File: config.mk
export PLATFORM = sky130hd
export DESIGN_NAME = rf_wb_arbiter
export DESIGN_NICKNAME = d
export VERILOG_FILES = /design/src/rtl/rf_pkg.sv /design/src/rtl/rf_wb_arbiter_rr.sv /design/src/rtl/rf_wb_arbiter.sv
export SDC_FILE = /design/constraint.sdc
export NUM_CORES = 1
export LEC_CHECK = 0
export ABC_AREA = 1
export CORE_AREA = 2 2 115 117
export CTS_CLUSTER_DIAMETER = 30
export DETAILED_ROUTE_END_ITERATION = 7
export DIE_AREA = 0 0 117 119
export PLACE_DENSITY = 0.83
export SLEW_MARGIN = 20
export SYNTH_ARGS = -nofsm -noshare
export SYNTH_HDL_FRONTEND = slang
export SYNTH_HIERARCHICAL = 1
export SYNTH_SLANG_ARGS = --single-unit
export TNS_END_PERCENT = 50
File: constraint.sdc
create_clock -name clk -period 8.22 [get_ports clk]
set_clock_uncertainty 0.2 [all_clocks]
set_input_delay 1.644 -clock clk [delete_from_list [all_inputs] [get_ports clk]]
set_output_delay 1.644 -clock clk [all_outputs]
set_load 0.01 [all_outputs]
File: src/rtl/rf_pkg.sv
// Shared register-file constants and helpers for the writeback arbiter.
// The multi-hot helper works on up to 8 requesters.
package rf_pkg;

  localparam int RF_DATA_W   = 32;
  localparam int RF_ADDR_W   = 5;
  localparam int RF_NUM_REGS = 32;

  localparam logic [RF_ADDR_W-1:0] RF_ZERO_REG = '0;

  // True when two or more bits of the vector are set.
  function automatic logic multi_hot(input logic [7:0] v);
    return (v & (v - 8'd1)) != 8'd0;
  endfunction

endpackage

File: src/rtl/rf_wb_arbiter_rr.sv
// Round-robin grant: combinational one-hot grant, zero during reset.
// The search starts just after last_grant, which moves only when the grant is used.
module rr_arbiter #(
  parameter int N = 3
) (
  input  logic         clk,
  input  logic         rst,
  input  logic [N-1:0] req,
  input  logic         advance,
  output logic [N-1:0] grant
);

  localparam int IW = (N > 1) ? $clog2(N) : 1;

  logic [IW-1:0] last_grant_q;
  logic [IW-1:0] last_grant_d;
  logic [IW-1:0] grant_idx;
  logic          found;
  int            idx;

  always_comb begin
    grant     = '0;
    grant_idx = last_grant_q;
    found     = 1'b0;
    idx       = 0;
    for (int k = 1; k <= N; k++) begin
      idx = (int'(last_grant_q) + k) % N;
      if (!found && req[idx]) begin
        found     = 1'b1;
        grant_idx = IW'(idx);
      end
    end
    if (found && !rst) begin
      grant[grant_idx] = 1'b1;
    end
  end

  always_comb begin
    last_grant_d = last_grant_q;
    if (advance && found && !rst) begin
      last_grant_d = grant_idx;
    end
  end

  always_ff @(posedge clk) begin
    if (rst) begin
      last_grant_q <= IW'(N - 1);
    end else begin
      last_grant_q <= last_grant_d;
    end
  end

endmodule

File: src/rtl/rf_wb_arbiter.sv
// Register-file writeback arbiter: round-robin grant, one-cycle registered write, read bypass.
// Never stalls downstream; optional conflict counter under RF_WB_ARB_STATS_EN.
module rf_wb_arbiter
  import rf_pkg::*;
#(
  parameter int NUM_REQ = 3,
  parameter int DATA_W  = RF_DATA_W,
  parameter int ADDR_W  = RF_ADDR_W
) (
  input  logic                      clk,
  input  logic                      rst,
  input  logic [NUM_REQ-1:0]        req_valid,
  input  logic [NUM_REQ*ADDR_W-1:0] req_rd,
  input  logic [NUM_REQ*DATA_W-1:0] req_data,
  output logic [NUM_REQ-1:0]        req_ready,
  output logic                      rf_we,
  output logic [ADDR_W-1:0]         rf_rd,
  output logic [DATA_W-1:0]         rf_indata,
  input  logic [ADDR_W-1:0]         rs1,
  input  logic [ADDR_W-1:0]         rs2,
  input  logic [DATA_W-1:0]         rf_rv1,
  input  logic [DATA_W-1:0]         rf_rv2,
  output logic [DATA_W-1:0]         rv1,
  output logic [DATA_W-1:0]         rv2
`ifdef RF_WB_ARB_STATS_EN
  ,
  output logic [15:0]               conflict_cnt
`endif
);

  localparam logic [ADDR_W-1:0] ZERO_IDX = ADDR_W'(RF_ZERO_REG);

  logic              transfer;
  logic [ADDR_W-1:0] sel_rd;
  logic [DATA_W-1:0] sel_data;

  logic              rf_we_q,     rf_we_d;
  logic [ADDR_W-1:0] rf_rd_q,     rf_rd_d;
  logic [DATA_W-1:0] rf_indata_q, rf_indata_d;

  rr_arbiter #(
    .N (NUM_REQ)
  ) u_rr (
    .clk     (clk),
    .rst     (rst),
    .req     (req_valid),
    .advance (transfer),
    .grant   (req_ready)
  );

  assign transfer = |req_ready;

  // Grant is one-hot, so OR-ing the masked slices selects the winner.
  always_comb begin
    sel_rd   = '0;
    sel_data = '0;
    for (int i = 0; i < NUM_REQ; i++) begin
      if (req_ready[i]) begin
        sel_rd   = sel_rd   | req_rd[i*ADDR_W +: ADDR_W];
        sel_data = sel_data | req_data[i*DATA_W +: DATA_W];
      end
    end
  end

  always_comb begin
    rf_we_d     = transfer && (sel_rd != ZERO_IDX);
    rf_rd_d     = rf_rd_q;
    rf_indata_d = rf_indata_q;
    if (transfer) begin
      rf_rd_d     = sel_rd;
      rf_indata_d = sel_data;
    end
  end

  always_ff @(posedge clk) begin
    if (rst) begin
      rf_we_q     <= 1'b0;
      rf_rd_q     <= '0;
      rf_indata_q <= '0;
    end else begin
      rf_we_q     <= rf_we_d;
      rf_rd_q     <= rf_rd_d;
      rf_indata_q <= rf_indata_d;
    end
  end

  assign rf_we     = rf_we_q;
  assign rf_rd     = rf_rd_q;
  assign rf_indata = rf_indata_q;

  // Forward the write landing this cycle; x0 always reads the raw file value.
  always_comb begin
    rv1 = rf_rv1;
    rv2 = rf_rv2;
    if (rf_we_q && (rf_rd_q == rs1) && (rs1 != ZERO_IDX)) begin
      rv1 = rf_indata_q;
    end
    if (rf_we_q && (rf_rd_q == rs2) && (rs2 != ZERO_IDX)) begin
      rv2 = rf_indata_q;
    end
  end

`ifdef RF_WB_ARB_STATS_EN
  logic [15:0] conflict_cnt_q, conflict_cnt_d;

  always_comb begin
    conflict_cnt_d = conflict_cnt_q;
    if (multi_hot(8'(req_valid)) && (conflict_cnt_q != 16'hFFFF)) begin
      conflict_cnt_d = conflict_cnt_q + 16'd1;
    end
  end

  always_ff @(posedge clk) begin
    if (rst) begin
      conflict_cnt_q <= '0;
    end else begin
      conflict_cnt_q <= conflict_cnt_d;
    end
  end

  assign conflict_cnt = conflict_cnt_q;
`endif

endmodule
Word-level counts from Yosys, hierarchy flattened
Index checks and enable logic that the tools add are counted.

storage, ports and cells
  word-level logic and storage cells = 65
  input bits = 190
  output and inout bits = 105
  register bits after elaboration = 40

operators by class
  div/mod/pow operators = 3
  order comparisons = 5
  eq/ne operators = 2
  bitwise logic cells = 4
  reduce and logical (&&, ||, !) cells = 18
  mux-type cells = 26
  add/subtract/negate cells = 3

operator list
  operator                                                           count
  2-to-1 mux 32 bit                                                  5
  < comparator 32 x 4 -> 1 bit, second input constant                3
  modulo 32 x 3 -> 32 bit, second input constant                     3
  OR 32 bit                                                          2
  2-to-1 mux 5 bit                                                   3
  nonzero test 5 bit                                                 3
  logical AND 1 bit                                                  11
  == test 5 bit                                                      2
  2-to-1 mux 1 bit                                                   10
  OR 5 bit                                                           2
  adder 2 x 2 -> 3 bit, second input constant                        2
  binary-select mux 1 bit (select 2 bit)                             3
  2-to-1 mux 2 bit                                                   3
  adder 2 x 1 -> 3 bit, second input constant                        1
  zero test 1 bit                                                    3
  < comparator 2 x 3 -> 1 bit, second input constant                 1
  2-to-1 mux 3 bit                                                   1
  OR reduction 3 bit                                                 1
  demux 1 bit (select 2 bit)                                         1
  greater-or-equal comparator 2 x 1 -> 1 bit, second input constant  1

Depth between registers and ports, before layout
  depth in word-level cells = 24
  mapped depth = 20
  mapped depth without buffers = 19

Cells and area by module
The synthesis kept the hierarchy.

modules (own cells, without submodules)
  module         instances  area an instance (um2)  cells an instance  sequential area each (um2)
  rf_wb_arbiter  1          3086.7                  540                760.7
  rr_arbiter     1          417.9                   73                 40.0

Worst setup path before layout
Ideal clock, no wire load.

  path type = input-to-output
  start point = in req_valid[1]
  end point = out req_ready[0]
  data required time = 6.376 ns
  data arrival time = 2.464 ns
  stages on the path = 8
  slack = 3.912 ns
  buffers on the path = 0
  cells stage by stage = inv_1 o21ai_1 nand2_2 nand3_4 clkinv_2 nand2_1 nand3_1 nor2_1

on the way
  longest elaborated chain between the ends = 15
  elaborated cells between the ends (all ways) = 26
  those cells by class = order compare: 2; mux: 18; reduce/logical: 6

RTL lines
  item                                                                                                                    line                    source
  start, declared                                                                                                         rf_wb_arbiter.sv:12     input logic [NUM_REQ-1:0] req_valid,
  binary-select mux 1 bit (select 2 bit)                                                                                  rf_wb_arbiter_rr.sv:28  if (!found && req[idx]) begin
  2-to-1 mux 1 bit (not written as such) (2 in series)                                                                    rf_wb_arbiter_rr.sv:28
  2-to-1 mux 1 bit                                                                                                        rf_wb_arbiter_rr.sv:28
  zero test 1 bit                                                                                                         rf_wb_arbiter_rr.sv:28
  logical AND 1 bit                                                                                                       rf_wb_arbiter_rr.sv:28
  2-to-1 mux 1 bit                                                                                                        rf_wb_arbiter_rr.sv:28
  zero test 1 bit                                                                                                         rf_wb_arbiter_rr.sv:28
  logical AND 1 bit                                                                                                       rf_wb_arbiter_rr.sv:28
  2-to-1 mux 2 bit                                                                                                        rf_wb_arbiter_rr.sv:28
  < comparator 2 x 3 -> 1 bit (not written as such) / greater-or-equal comparator 2 x 1 -> 1 bit (equally long branches)  rf_wb_arbiter_rr.sv:34  grant[grant_idx] = 1'b1;
  logical AND 1 bit (not written as such)                                                                                 rf_wb_arbiter_rr.sv:34
  2-to-1 mux 1 bit (not written as such)                                                                                  rf_wb_arbiter_rr.sv:34
  demux 1 bit (select 2 bit)                                                                                              --
  2-to-1 mux 3 bit *                                                                                                      rf_wb_arbiter_rr.sv:33  if (found && !rst) begin
  end, declared                                                                                                           rf_wb_arbiter.sv:15     output logic [NUM_REQ-1:0] req_ready,

Every way passes the cells marked *; elsewhere a longest branch is shown, timed or not. The select of a mux whose other input is x is not followed.

Worst setup path after layout
  start point = in rs1[2]
  end point = out rv1[25]

on the way
  longest elaborated chain between the ends = 4
  elaborated cells between the ends (all ways) = 5
  those cells by class = eq/ne: 1; mux: 1; reduce/logical: 3

RTL lines
  item                 line                 source
  start, declared      rf_wb_arbiter.sv:19  input logic [ADDR_W-1:0] rs1,
  == test 5 bit        rf_wb_arbiter.sv:95  if (rf_we_q && (rf_rd_q == rs1) && (rs1 != ZERO_IDX)) begin
  logical AND 1 bit    rf_wb_arbiter.sv:95
  logical AND 1 bit *  rf_wb_arbiter.sv:95
  2-to-1 mux 32 bit *  rf_wb_arbiter.sv:95
  end, declared        rf_wb_arbiter.sv:23  output logic [DATA_W-1:0] rv1,

Every way passes the cells marked *; elsewhere a longest branch is shown, timed or not.

==> run metrics <==
Main synth FF type dfxtp_1; final wirelength between 15000 and 20000 um; IR drop worst, VDD 0.195 mV; I/O pins 295; CP startpoint rs1[2]; clk_lat worst skew ~280 ps; DP HPWL 12900 um; Die Width 117 um; Worst slew margin 0.428; number of synthesized flops with an enable pin 0; pre-CTS WS 2030 ps; Die Area about 14000 um2; clock buffer depth 2; crit path max fanout 33; Worst Hold Class register to register; Unique masters post-synth 26; Setup WS post-layout 1990 ps; Syn Nets slightly above 800; H-tree depth 2; Syn Std Cell Area between 3000 and 4000 um2; FF-to-FF End u_rr/last_grant_q[1]$_SDFFE_PP1P_; Rows 42; cts hold-fix bufs 0; initial antenna violation count 1; CTS tree built; post-synthesis sequential area ratio 0.228; largest net degree at the start of global routing 41; setup TNS 0 ps; global-route wire length before repair approximately 25000 um; Post-CTS Setup Bufs 0; RSZ-0062 raised after global routing no; Resize count post-CTS 0; Synth async-reset ratio 0; DRT iter0 DRCs 299; Power Dens Cells 331 nW/um2; outcome completed; total CTS buffers 5; GRT Util Overall 0.234; Antenna Nets Post-Route 0; final hold vios 0; crit path capture rv1[25]; Reg2Reg Depth 20; crit share post-route 0.758; Starting Density 0.272; core area about 13000 um2; Synth Register Bits 40; DRC errors left 0; Root Buffer clkbuf_16; Synth Warn # 6; fraction of layout cells with a size suffix above 1 0.0726; Worst Path Required around 6400 ps; Max Fclk ~160 MHz; worst setup path class input pin to primary output; Post-Syn Area per Cell 5.72 um2; Final Instance Area 6720 um2; Diodes inserted 0; Arr. time, crit path 4390 ps; endpoint class of the critical path primary output; Worst-Margin Slew 858 ps; RR Startpoint u_rr/last_grant_q[0]$_SDFFE_PP0P_; vias per inst 4.90; wire per inst 16.2 um; clock sink count 40; PortBufs 294; DP Area between 6000 and 7000 um2; reg-to-reg slack, setup 4320 ps; crit start category input pin; routability cong. approximately 0.9; Final min period 6230 ps; vias 5179; Die Ht approximately 120 um; global route overflow 0; final setup vio count 0; max_cap viols 0; clock slew at reported path FFs approximately 60 ps; Total Nets Final 1075; DRT Pass-1 Iters 5; Leakage 0.00280 uW; final slew viol count 0; Synth Instances 613; Area growth syn-to-layout 91.8%; number of global-route vias before repair 4926
[worst min-delay path by stage]
stage,from,to,slack [ps],cells after the start
5_1_grt,rf_rd[4]$_SDFFE_PP0P_,rf_rd[4]$_SDFFE_PP0P_,370,2
4_1_cts,rf_rd[4]$_SDFFE_PP0P_,rf_rd[4]$_SDFFE_PP0P_,330,2
3_3_place_gp,rf_rd[4]$_SDFFE_PP0P_,rf_rd[4]$_SDFFE_PP0P_,320,2
2_1_floorplan,u_rr/last_grant_q[0]$_SDFFE_PP0P_,u_rr/last_grant_q[0]$_SDFFE_PP0P_,290,2
3_5_place_dp,rf_rd[4]$_SDFFE_PP0P_,rf_rd[4]$_SDFFE_PP0P_,320,2
6_report,rf_rd[4]$_SDFFE_PP0P_,rf_rd[4]$_SDFFE_PP0P_,340,2
[cell families after synthesis]
kind of cell,after synthesis,share of synthesized area
simple gates,444,0.557
buf+inv,79,0.100
compound gates,46,0.101
flops,40,0.228
fa+ha+maj,4,0.0143
[critical path: stages]
cell	delay, ps
clkdlybuf4s50_1	460
nand2_1	90
o21ai_1	70
inv_2	480
nand4_1	580
buf_4	430
nand2_1	80
nand2_1	50
clkdlybuf4s50_1	490
[where the power goes]
part           internal [uW]  total [uW]  switching, uW  leakage, uW
logic                    618        1540            926      0.00239
registers                304         456            153     0.000329
clock network            143         227           84.4    0.0000798
[placed cells by master, fill, tap and decap left out]
| master | n |
|---|---|
| a21oi_1 | 8 |
| a21oi_4 | 1 |
| a41oi_1 | 32 |
| buf_2 | 1 |
| buf_4 | 8 |
| bufinv_16 | 1 |
| clkbuf_16 | 5 |
| clkdlybuf4s50_1 | 293 |
| clkinv_1 | 1 |
| clkinv_2 | 2 |
| clkinvlp_4 | 1 |
| dfxtp_1 | 40 |
| ha_1 | 4 |
| inv_1 | 27 |
| inv_2 | 9 |
| nand2_1 | 310 |
| nand2_2 | 24 |
| nand2_4 | 2 |
| nand3_1 | 53 |
| nand3_2 | 3 |
| nand3_4 | 1 |
| nand4_1 | 35 |
| nor2_1 | 10 |
| nor2_2 | 2 |
| nor2_4 | 2 |
| nor2_8 | 1 |
| nor3_4 | 1 |
| o21a_1 | 1 |
| o21ai_1 | 4 |
[synth_stat cells, types with 7 or more instances]
cell      instances  share of area
a41oi_1          32          0.080
dfxtp_1          40           0.23
inv_1            27          0.029
buf_2            15          0.021
nand3_1          53          0.076
nand4_1          35          0.062
a21oi_1           9          0.013
nand2_1         310           0.33
nor2_1           12          0.013
buf_1             7         0.0075
clkbuf_1         13          0.014
inv_2             9         0.0096
nand2_2          24          0.043
[registers in the layout (all words and copies together) (netlist names)]
signal and count:
rf_indata 32, rf_rd 5, u_rr/last_grant_q 2, rf_we 1
[per-layer routing]
layer / up-vias / global-route usage / part of all wire
li1: 2555 / - / -
met1: 2355 / 0.278 / 0.41
met2: 249 / 0.415 / 0.49
met3: 20 / 0.0575 / 0.084
met4: 0 / 0.0618 / 0.018
met5: - / 0 / 0
[stage by stage]
stage,cells,util,hold slack (ps),total power [uW]
2_1_floorplan,613,-,293,1290
6_report,1058,0.522,336,2230
5_1_grt,1058,0.522,373,2410
3_5_place_dp,1050,0.509,320,1990
3_3_place_gp,1050,0.509,322,1970
4_1_cts,1058,0.522,330,2230
[area by class of cell]
cell class	count	area, um2
Inverter	38	144
Clock inverter	3	42.5
Multi-Input combinational cell	494	2390
Sequential cell	40	801
Timing Repair Buffer	302	3000
Clock buffer	5	125
Fill cell	1259	6150
Tap cell	176	220
(Power assumes the default switching activity.)
